$ cat src/rtl/tri_bus_arbiter_if.sv
// Bus-side signal bundle for the tri-state bus arbiter: requests in,
// per-driver direction enables and status out.
interface tri_bus_arbiter_if #(
   parameter int N = 4
);
   localparam int PW = (N > 1) ? $clog2(N) : 1;

   logic [N-1:0]  req;
   logic [N-1:0]  grant;
   logic [PW-1:0] owner;
   logic          turn;
   logic          hold_expired;

   // Arbiter side
   modport master (
      input  req,
      output grant,
      output owner,
      output turn,
      output hold_expired
   );

   // Requester side
   modport slave (
      output req,
      input  grant,
      input  owner,
      input  turn,
      input  hold_expired
   );
endinterface

$ cat src/rtl/tri_bus_arbiter.sv
// Round-robin owner sequencer for a shared tri-state bus. Owns every driver
// enable, keeps at most one enabled, inserts TURN_CYC all-off cycles between
// owners and forces a release after MAX_HOLD drive cycles (0 = unlimited).
module tri_bus_arbiter #(
   parameter int N        = 4,
   parameter int TURN_CYC = 1,
   parameter int MAX_HOLD = 8
) (
   input  logic                clk,
   input  logic                rst,
   tri_bus_arbiter_if.master   bus
);
   localparam int PW = (N > 1) ? $clog2(N) : 1;
   localparam int HW = (MAX_HOLD > 0) ? $clog2(MAX_HOLD + 1) : 1;
   localparam int TW = (TURN_CYC > 0) ? $clog2(TURN_CYC + 1) : 1;

   localparam logic [HW-1:0] MAX_HOLD_W = HW'(MAX_HOLD);
   localparam logic [TW-1:0] TURN_CYC_W = TW'(TURN_CYC);
   localparam logic [PW-1:0] LAST_IDX   = PW'(N - 1);
   localparam logic [N-1:0]  ONE_N      = N'(1);

   typedef enum logic [1:0] {IDLE, DRIVE, TURN} state_t;

   state_t        state_q, state_d;
   logic [N-1:0]  grant_q, grant_d;
   logic [PW-1:0] owner_q, owner_d;
   logic          turn_q, turn_d;
   logic          hold_expired_q, hold_expired_d;
   logic [PW-1:0] ptr_q, ptr_d;
   logic [HW-1:0] hold_cnt_q, hold_cnt_d;
   logic [TW-1:0] turn_cnt_q, turn_cnt_d;

   logic          own_req;
   logic          hold_limit;
   logic          turn_last;
   logic [PW-1:0] winner;

   // First requester at or after p, wrapping modulo N. Rotating the request
   // vector right by p turns the search into a plain lowest-set-bit scan.
   function automatic logic [PW-1:0] rr_pick(input logic [N-1:0] r,
                                             input logic [PW-1:0] p);
      logic [2*N-1:0] dbl;
      logic           found;
      int             off;
      dbl   = {r, r} >> p;
      found = 1'b0;
      off   = 0;
      for (int k = 0; k < N; k++) begin
         if (!found && dbl[k]) begin
            found = 1'b1;
            off   = k;
         end
      end
      return PW'((int'(p) + off) % N);
   endfunction

   assign own_req    = bus.req[owner_q];
   assign hold_limit = (MAX_HOLD != 0) && (hold_cnt_q == MAX_HOLD_W);
   assign turn_last  = (turn_cnt_q == TURN_CYC_W);
   assign winner     = rr_pick(bus.req, ptr_q);

   // State and output registers; reset drops the bus immediately with no turnaround
   always_ff @(posedge clk) begin
      if (rst) begin
         state_q        <= IDLE;
         grant_q        <= '0;
         owner_q        <= '0;
         turn_q         <= 1'b0;
         hold_expired_q <= 1'b0;
         ptr_q          <= '0;
         hold_cnt_q     <= '0;
         turn_cnt_q     <= '0;
      end else begin
         state_q        <= state_d;
         grant_q        <= grant_d;
         owner_q        <= owner_d;
         turn_q         <= turn_d;
         hold_expired_q <= hold_expired_d;
         ptr_q          <= ptr_d;
         hold_cnt_q     <= hold_cnt_d;
         turn_cnt_q     <= turn_cnt_d;
      end
   end

   // Next-state: other requesters are ignored while an owner drives
   always_comb begin
      state_d = state_q;
      case (state_q)
         IDLE:    if (|bus.req) state_d = DRIVE;
         DRIVE:   if (!own_req || hold_limit) state_d = TURN;
         TURN:    if (turn_last) state_d = (|bus.req) ? DRIVE : IDLE;
         default: state_d = IDLE;
      endcase
   end

   // Registered outputs, pointer and counters for the chosen transition
   always_comb begin
      grant_d        = grant_q;
      owner_d        = owner_q;
      turn_d         = 1'b0;
      hold_expired_d = 1'b0;
      ptr_d          = ptr_q;
      hold_cnt_d     = hold_cnt_q;
      turn_cnt_d     = turn_cnt_q;

      if (state_q != DRIVE && state_d == DRIVE) begin
         // New grant from IDLE or from the final turnaround cycle
         grant_d    = ONE_N << winner;
         owner_d    = winner;
         hold_cnt_d = HW'(1);
      end else if (state_q == DRIVE && state_d == TURN) begin
         // Release: still requesting here means the hold limit forced it
         grant_d        = '0;
         turn_d         = 1'b1;
         hold_expired_d = own_req;
         ptr_d          = (owner_q == LAST_IDX) ? '0 : owner_q + PW'(1);
         turn_cnt_d     = TW'(1);
      end else if (state_q == DRIVE) begin
         if (hold_cnt_q != '1) hold_cnt_d = hold_cnt_q + HW'(1);
      end else if (state_q == TURN && state_d == TURN) begin
         turn_d     = 1'b1;
         turn_cnt_d = turn_cnt_q + TW'(1);
      end
   end

   assign bus.grant        = grant_q;
   assign bus.owner        = owner_q;
   assign bus.turn         = turn_q;
   assign bus.hold_expired = hold_expired_q;
endmodule

$ cat src/flat_wrapper.sv
// flat-port wrapper written by rule: the top's interface ports become plain ports
module tri_bus_arbiter_flat 
#(
   parameter int N        = 4,
   parameter int TURN_CYC = 1,
   parameter int MAX_HOLD = 8
)
  (clk, rst, bus_req, bus_grant, bus_owner, bus_turn, bus_hold_expired);
  tri_bus_arbiter_if #(.N(N)) bus_i ();
  input  logic clk;
  input  logic rst;
  input wire logic [$bits(bus_i.req)-1:0] bus_req;
  output wire logic [$bits(bus_i.grant)-1:0] bus_grant;
  output wire logic [$bits(bus_i.owner)-1:0] bus_owner;
  output wire logic [$bits(bus_i.turn)-1:0] bus_turn;
  output wire logic [$bits(bus_i.hold_expired)-1:0] bus_hold_expired;
  assign bus_i.req = bus_req;
  assign bus_grant = bus_i.grant;
  assign bus_owner = bus_i.owner;
  assign bus_turn = bus_i.turn;
  assign bus_hold_expired = bus_i.hold_expired;
  tri_bus_arbiter #(.N(N), .TURN_CYC(TURN_CYC), .MAX_HOLD(MAX_HOLD)) u_core (.clk(clk), .rst(rst), .bus(bus_i));
endmodule
$ cat config.mk
export PLATFORM = sky130hd
export DESIGN_NAME = tri_bus_arbiter_flat
export DESIGN_NICKNAME = d
export VERILOG_FILES = /design/src/rtl/tri_bus_arbiter_if.sv /design/src/rtl/tri_bus_arbiter.sv /design/src/flat_wrapper.sv
export SDC_FILE = /design/constraint.sdc
export NUM_CORES = 1
export LEC_CHECK = 0
export ABC_AREA = 1
export CAP_MARGIN = 20
export CELL_PAD_IN_SITES_DETAIL_PLACEMENT = 0
export CELL_PAD_IN_SITES_GLOBAL_PLACEMENT = 1
export CORE_AREA = 5 5 61 63
export DETAILED_ROUTE_END_ITERATION = 8
export DIE_AREA = 0 0 66 68
export GPL_ROUTABILITY_DRIVEN = 0
export GPL_TIMING_DRIVEN = 1
export HOLD_SLACK_MARGIN = 0.12
export PLACE_DENSITY = 0.79
export SKIP_CTS_REPAIR_TIMING = 1
export SLEW_MARGIN = 20
export SYNTH_ARGS = -nofsm -noshare
export SYNTH_HDL_FRONTEND = slang
export SYNTH_SLANG_ARGS = --single-unit
$ cat constraint.sdc
create_clock -name clk -period 1.7 [get_ports clk]
set_clock_uncertainty 0.1 [all_clocks]
set_input_delay 0.34 -clock clk [delete_from_list [all_inputs] [get_ports clk]]
set_output_delay 0.34 -clock clk [all_outputs]
set_load 0.01 [all_outputs]
==> Word level (Yosys, flattened, before mapping) <==
Index checks and enable logic that the tools add are counted.
{ "word_totals": {"ff_bits": 17, "in_bits": 6, "output_inout_bits": 8, "word_cells": 77} }
{ "op_classes": {"addsub": 4, "magnitude_cmp": 1, "n_eq_ne": 10, "shift": 2, "mux": 26, "n_bitwise": 2, "n_reduce_logical": 23} }
{ "ops": {"columns": ["operator", "count"], "rows": [
  ["1-bit 2-to-1 mux", 16],
  ["2-bit 2-to-1 mux", 6],
  ["3-bit AND reduction", 3],
  ["4-bit 2-to-1 mux", 2],
  ["2-bit nonzero test", 4],
  ["8-bit by 2-bit >> shifter with 4-bit output", 1],
  ["2-bit equality test, second input constant", 3],
  ["1-bit logical AND", 6],
  ["2-bit one-hot mux with 3 select lines", 1],
  ["4-bit by 1-bit adder with 4-bit output, second input constant", 1],
  ["2-bit by 1-bit equality test with 1-bit output, second input constant", 2],
  ["4-bit equality test, second input constant", 1],
  ["1-bit logical NOT", 4],
  ["2-bit by 1-bit inequality test with 1-bit output, second input constant", 2],
  ["4-bit inequality test, second input constant", 1],
  ["4-bit OR reduction", 1],
  ["1-bit by 2-bit << shifter with 4-bit output, first input constant", 1],
  ["2-bit by 3-bit less-than comparator with 1-bit output, second input constant", 1],
  ["3-bit OR reduction", 1],
  ["2-bit by 1-bit adder with 2-bit output, second input constant", 1],
  ["2-bit adder", 1],
  ["1-bit binary-select mux with 2-bit select", 1],
  ["2-bit logical NOT", 1],
  ["2-bit inequality test, second input constant", 1],
  ["other kinds (5)", 6]
]} }

==> Longest topological paths before layout <==
{ "logic_depth": {"word_depth": 14, "ltp_mapped": 13, "depth_no_buf": 13} }

==> Worst setup path before layout <==
OpenSTA, ideal clock, no wires.
{ "synth_path": {"kind": "reg-to-reg", "startpoint": "register u_core.ptr_q[0]", "endpoint": "register u_core.owner_q[1] (netlist: u_core.bus.owner[1])", "setup_time_ns": 0.112, "arrival_time_ns": 1.557, "required_time_ns": 1.488, "slack_ns": -0.070, "path_stages_with_launch": 14, "n_path_buf": 0, "synth_period_minus_slack_ns": 1.770, "path_cell_list": "dfxtp_1 inv_2 nand2_1 nand3_1 nand2_1 nand3_1 a21boi_0 ha_1 xnor2_1 inv_1 nand2_4 nand2_2 nand2_1 nand2_1"} }
{ "synth_between": {"elab_chain_cells": 12, "elab_cells_between_ends": 14, "cone_classes": "1 x add/sub; 1 x shift; 6 x mux; 6 x reduce/logical"} }
{ "synth_rtl": {"columns": ["element", "line", "rtl"], "rows": [
  ["start, declared", "tri_bus_arbiter.sv:29", "logic [PW-1:0] ptr_q, ptr_d;"],
  ["start signal, assigned", "tri_bus_arbiter.sv:79", "ptr_q <= ptr_d;"],
  ["8-bit by 2-bit >> shifter with 4-bit output", "tri_bus_arbiter.sv:45", "dbl = {r, r} >> p;"],
  ["1-bit 2-to-1 mux", "tri_bus_arbiter.sv:49", "if (!found && dbl[k]) begin"],
  ["1-bit logical NOT", "tri_bus_arbiter.sv:49", null],
  ["1-bit logical AND", "tri_bus_arbiter.sv:49", null],
  ["1-bit 2-to-1 mux", "tri_bus_arbiter.sv:49", null],
  ["1-bit logical NOT", "tri_bus_arbiter.sv:49", null],
  ["1-bit logical AND", "tri_bus_arbiter.sv:49", null],
  ["1-bit 2-to-1 mux", "tri_bus_arbiter.sv:49", null],
  ["1-bit logical NOT", "tri_bus_arbiter.sv:49", null],
  ["1-bit logical AND", "tri_bus_arbiter.sv:49", null],
  ["2-bit 2-to-1 mux", "tri_bus_arbiter.sv:49", null],
  ["2-bit adder (*)", "tri_bus_arbiter.sv:54", "return PW'((int'(p) + off) % N);"],
  ["end signal, assigned", "tri_bus_arbiter.sv:76", "owner_q <= owner_d;"],
  ["end, declared", "tri_bus_arbiter.sv:26", "logic [PW-1:0] owner_q, owner_d;"]
]} }
Every way passes the cells marked *; elsewhere a longest branch is shown, timed or not.
A chain may end at the register's enable or synchronous reset.

==> Worst setup path in the final report <==
{ "layout_path": {"startpoint": "register u_core.ptr_q[0]", "endpoint": "register u_core.grant_q[2] (netlist: u_core.bus.grant[2])"} }
{ "layout_between": {"elab_chain_cells": 14, "elab_cells_between_ends": 16, "cone_classes": "1 x add/sub; 2 x shift; 7 x mux; 6 x reduce/logical"} }
{ "layout_rtl": {"columns": ["element", "line", "rtl"], "rows": [
  ["8-bit by 2-bit >> shifter with 4-bit output", "tri_bus_arbiter.sv:45", null],
  ["1-bit 2-to-1 mux", "tri_bus_arbiter.sv:49", null],
  ["1-bit logical NOT", "tri_bus_arbiter.sv:49", null],
  ["1-bit logical AND", "tri_bus_arbiter.sv:49", null],
  ["1-bit 2-to-1 mux", "tri_bus_arbiter.sv:49", null],
  ["1-bit logical NOT", "tri_bus_arbiter.sv:49", null],
  ["1-bit logical AND", "tri_bus_arbiter.sv:49", null],
  ["1-bit 2-to-1 mux", "tri_bus_arbiter.sv:49", null],
  ["1-bit logical NOT", "tri_bus_arbiter.sv:49", null],
  ["1-bit logical AND", "tri_bus_arbiter.sv:49", null],
  ["2-bit 2-to-1 mux", "tri_bus_arbiter.sv:49", null],
  ["2-bit adder (*)", "tri_bus_arbiter.sv:54", null],
  ["1-bit by 2-bit << shifter with 4-bit output (*)", "tri_bus_arbiter.sv:108", "grant_d = ONE_N << winner;"],
  ["4-bit 2-to-1 mux (*)", "tri_bus_arbiter.sv:106", "if (state_q != DRIVE && state_d == DRIVE) begin"],
  ["end signal, assigned", "tri_bus_arbiter.sv:75", "grant_q <= grant_d;"],
  ["end, declared", "tri_bus_arbiter.sv:25", "logic [N-1:0] grant_q, grant_d;"]
]} }
Marked as above.

==> impl_metrics.yaml <==
timing:
  final_critical_path_setup_slack_ns: -0.04205
  layout_worst_path_cycle_share_pct: 102.5
  final.min_clock_period_ns: 1.742
  slew_violations: 0
  unrepaired_setup_endpoints_after_global_routing: "yes"
  maximum_frequency_from_static_timing_analysis_mhz: 574.0
  setup_viol_count_final: 5
  post_route_setup_tns_ns: -0.1215
  final_count_of_hold_timing_violations: 0
  timing_worst_slew_pin_value_ns: 0.3477
  slew-limit-headroom_pct: 76.75
synth:
  synth_seq_cells: 17
  yosys_warnings: 0
  postSynthNetCount: 148
  seq_area_frac_synth_pct: 33.62
  syn-mean-instance-area_um2: 7.335
  syn_inst: 138
  ys_types: 27
  netlist_area_um2: 1012
clock_network:
  worst_skew_pair.late_latency_ns: 0.28
  ctsRootBufferMaster: "clkbuf_4"
  cts_max_level: 1
  numCtsBuffers: 3
  cts.sink_count: 17
  ctsLongestPathBuffers: 2
  cts_tree: "built"
  cts.clk_slew.worst_paths_ns: 0.10
power:
  p_comb_share_pct: 64.0
  leakage_power_total_nw: 0.7157
  switching_power_total_mw: 1.074
  peakVddDrop_uv: 472.6
  switching_share_pct: 43.90
  p_seq_share_pct: 27.4
  power.share.clock_pct: 8.7
  cellPowerDensity_nw_per_um2: 1595
  cell_internal_pwr_mw: 1.372
critical_path:
  crit_fanout: 5
  setup.worst_path.class: "reg -> reg"
  category_of_the_worst_setup_path_launch_point: "flip-flop"
  cp.required_ns: 1.79
  timing.critical_path.to_type: "flip-flop"
  flop2flop_setup_slack_ns: -0.04
  critPathArrivalTime_ns: 1.83
floorplanning:
  core-area_um2: 3179
  die_w_um: 66
  die-area_um2: 4488
  count_of_standard_cell_rows: 21
  die_height_um: 68
  io_pins: 14
  initial_utilization_pct: 31.84
place:
  total_half_perimeter_wirelength_after_legalization_and_detailed_placement_um: 1952
  place_worst_setup_slack_ns: -0.5639
  place.detailed.instances: 213
  place.port_buffers: 13
  dpl_cell_area_um2: 1328
grt:
  groute.usage.overall_pct: 11.49
  grt_overflow_total: 0
  number_of_global_route_vias_before_repair: 983
  initial_antenna_violation_count: 0
  global_route_wire_length_before_repair_um: 4084
  largest_net_degree_at_the_start_of_global_routing: 11
cells_and_area:
  stdcell_area_um2: 1534
  design.final.nets: 185
  area_growth_pct: 51.54
  nFillCells: 318
  antenna_cells_inserted: 0
  drive_above_1_share_pct: 46.55
  stdcell_count: 220
min_path:
  type_of_the_tightest_min_delay_check: "reg -> reg"
drt:
  routedWlPerCell_um: 11.75
  drc: 0
  firstDrtPassIters: 4
  totalWireLength_um: 2584
  via_per_inst: 4.486
  drtAntennaViolNets: 0
  drt-initial-drc-count: 43
  via_count_of_the_routed_design: 987
job:
  drv_cap: 0
status:
  violations: "negative setup slack"
  outcome: "finished with violations"
[cells in the final DEF (no fill, tap or decap), types with 3 or more instances in the layout]
cell	netlist	layout
clkinv_2	2	3
a21oi_1	6	6
nand3_4	1	3
nor2_1	9	8
buf_4	0	19
o21ai_0	3	3
inv_2	8	7
clkdlybuf4s50_1	0	8
inv_1	10	9
nand2_4	1	5
dlymetal6s2s_1	0	5
nand2_2	7	10
ha_1	4	3
dfxtp_1	17	13
nand3_1	15	8
clkbuf_4	0	3
nor2_2	3	3
dfxtp_4	0	3
nand2_1	30	23
nand3_2	6	11
[worst paths after layout]
| path | from | end | depth (start not counted) |
|---|---|---|---|
| min | u_core.bus.grant[2] | u_core.bus.grant[2] | 2 |
| max reg2reg | u_core.ptr_q[0] | u_core.bus.grant[2] | 12 |
| min reg2reg | u_core.bus.grant[2] | u_core.bus.grant[2] | 2 |
| max | u_core.ptr_q[0] | u_core.bus.grant[2] | 12 |
[cell usage after synthesis, drive strengths merged]
| cell type | n | share of area, % |
|---|---|---|
| nor3 | 3 | 1.5 |
| nand2 | 38 | 17 |
| nand3 | 22 | 15 |
| xor2 | 1 | 0.87 |
| ha | 4 | 4.9 |
| o21ai | 6 | 3.3 |
| clkinv | 2 | 0.99 |
| a21boi | 2 | 1.5 |
| nand3b | 1 | 2.0 |
| clkbuf | 1 | 0.37 |
| a21oi | 8 | 4.7 |
| a211oi | 1 | 0.74 |
| inv | 18 | 6.7 |
| nor2 | 13 | 6.3 |
| dfxtp | 17 | 34 |
| xnor2 | 1 | 0.87 |
[per-stage QoR]
step	utilization, %	total power, mW	hold WS (ns)
5_1_grt	48.25	2.663	0.4031
6_report	48.25	2.446	0.3714
3_3_place_gp	41.76	1.911	0.3437
3_5_place_dp	41.76	1.961	0.3640
2_1_floorplan	-	1.435	0.3287
4_1_cts	42.62	2.184	0.3788
[state kept, by name, indices dropped and copies added (netlist names)]
register,flops
u_core.ptr_q,2
u_core.turn_cnt_q,1
u_core.state_q,2
u_core.bus.grant,4
u_core.bus.hold_expired,1
u_core.bus.owner,2
u_core.bus.turn,1
u_core.hold_cnt_q,4
[worst max-delay path, cell delays in order (launching register included)]
cell and delay, ns:
dfxtp_4 0.41, buf_6 0.13, nand2_4 0.06, nand3_4 0.08, nand3_2 0.09, a21boi_2 0.18, ha_4 0.16, xnor2_2 0.13
inv_2 0.06, nand2_4 0.07, nand2_2 0.07, nand3_2 0.07, nand2_1 0.05
[area by class of cell]
type / instances / area [µm²] / area share [%]
flip-flops and latches: 17 / 352.8 / 23.00
clock buffers: 3 / 22.52 / 1.468
clock inverters: 1 / 5.005 / 0.3263
multi-input cells: 100 / 714.4 / 46.57
repair buffers: 33 / 296.5 / 19.33
well taps: 46 / 57.56 / 3.752
inverters: 20 / 85.08 / 5.546
[power by group through the flow]
stage          registers [mW]  clock network [mW]  logic, mW
2_1_floorplan           0.655                   0      0.780
3_3_place_gp            0.639                   0       1.27
3_5_place_dp            0.648                   0       1.31
4_1_cts                 0.639               0.227       1.32
5_1_grt                 0.693               0.240       1.73
6_report                0.670               0.212       1.56
[logic make-up after synthesis]
kind of cell	share of synthesized area, %
adders and majority gates	4.945
and+or+nand+nor	41.41
buffers and inverters	8.035
AOI/OAI and AO/OA	10.26
DFF	33.62
xor gates and xnor gates	1.731
[routing by layer]
| metal | GRT usage (%) | vias up | part of all wire (%) |
|---|---|---|---|
| met5 | 0 | - | 0 |
| met4 | 3.807 | 0 | 0.54 |
| met3 | 2.627 | 2 | 3.4 |
| met2 | 22.40 | 7 | 57 |
| met1 | 12.12 | 455 | 39 |
| li1 | - | 523 | - |
Note: power is estimated with default switching activity, not from simulation.
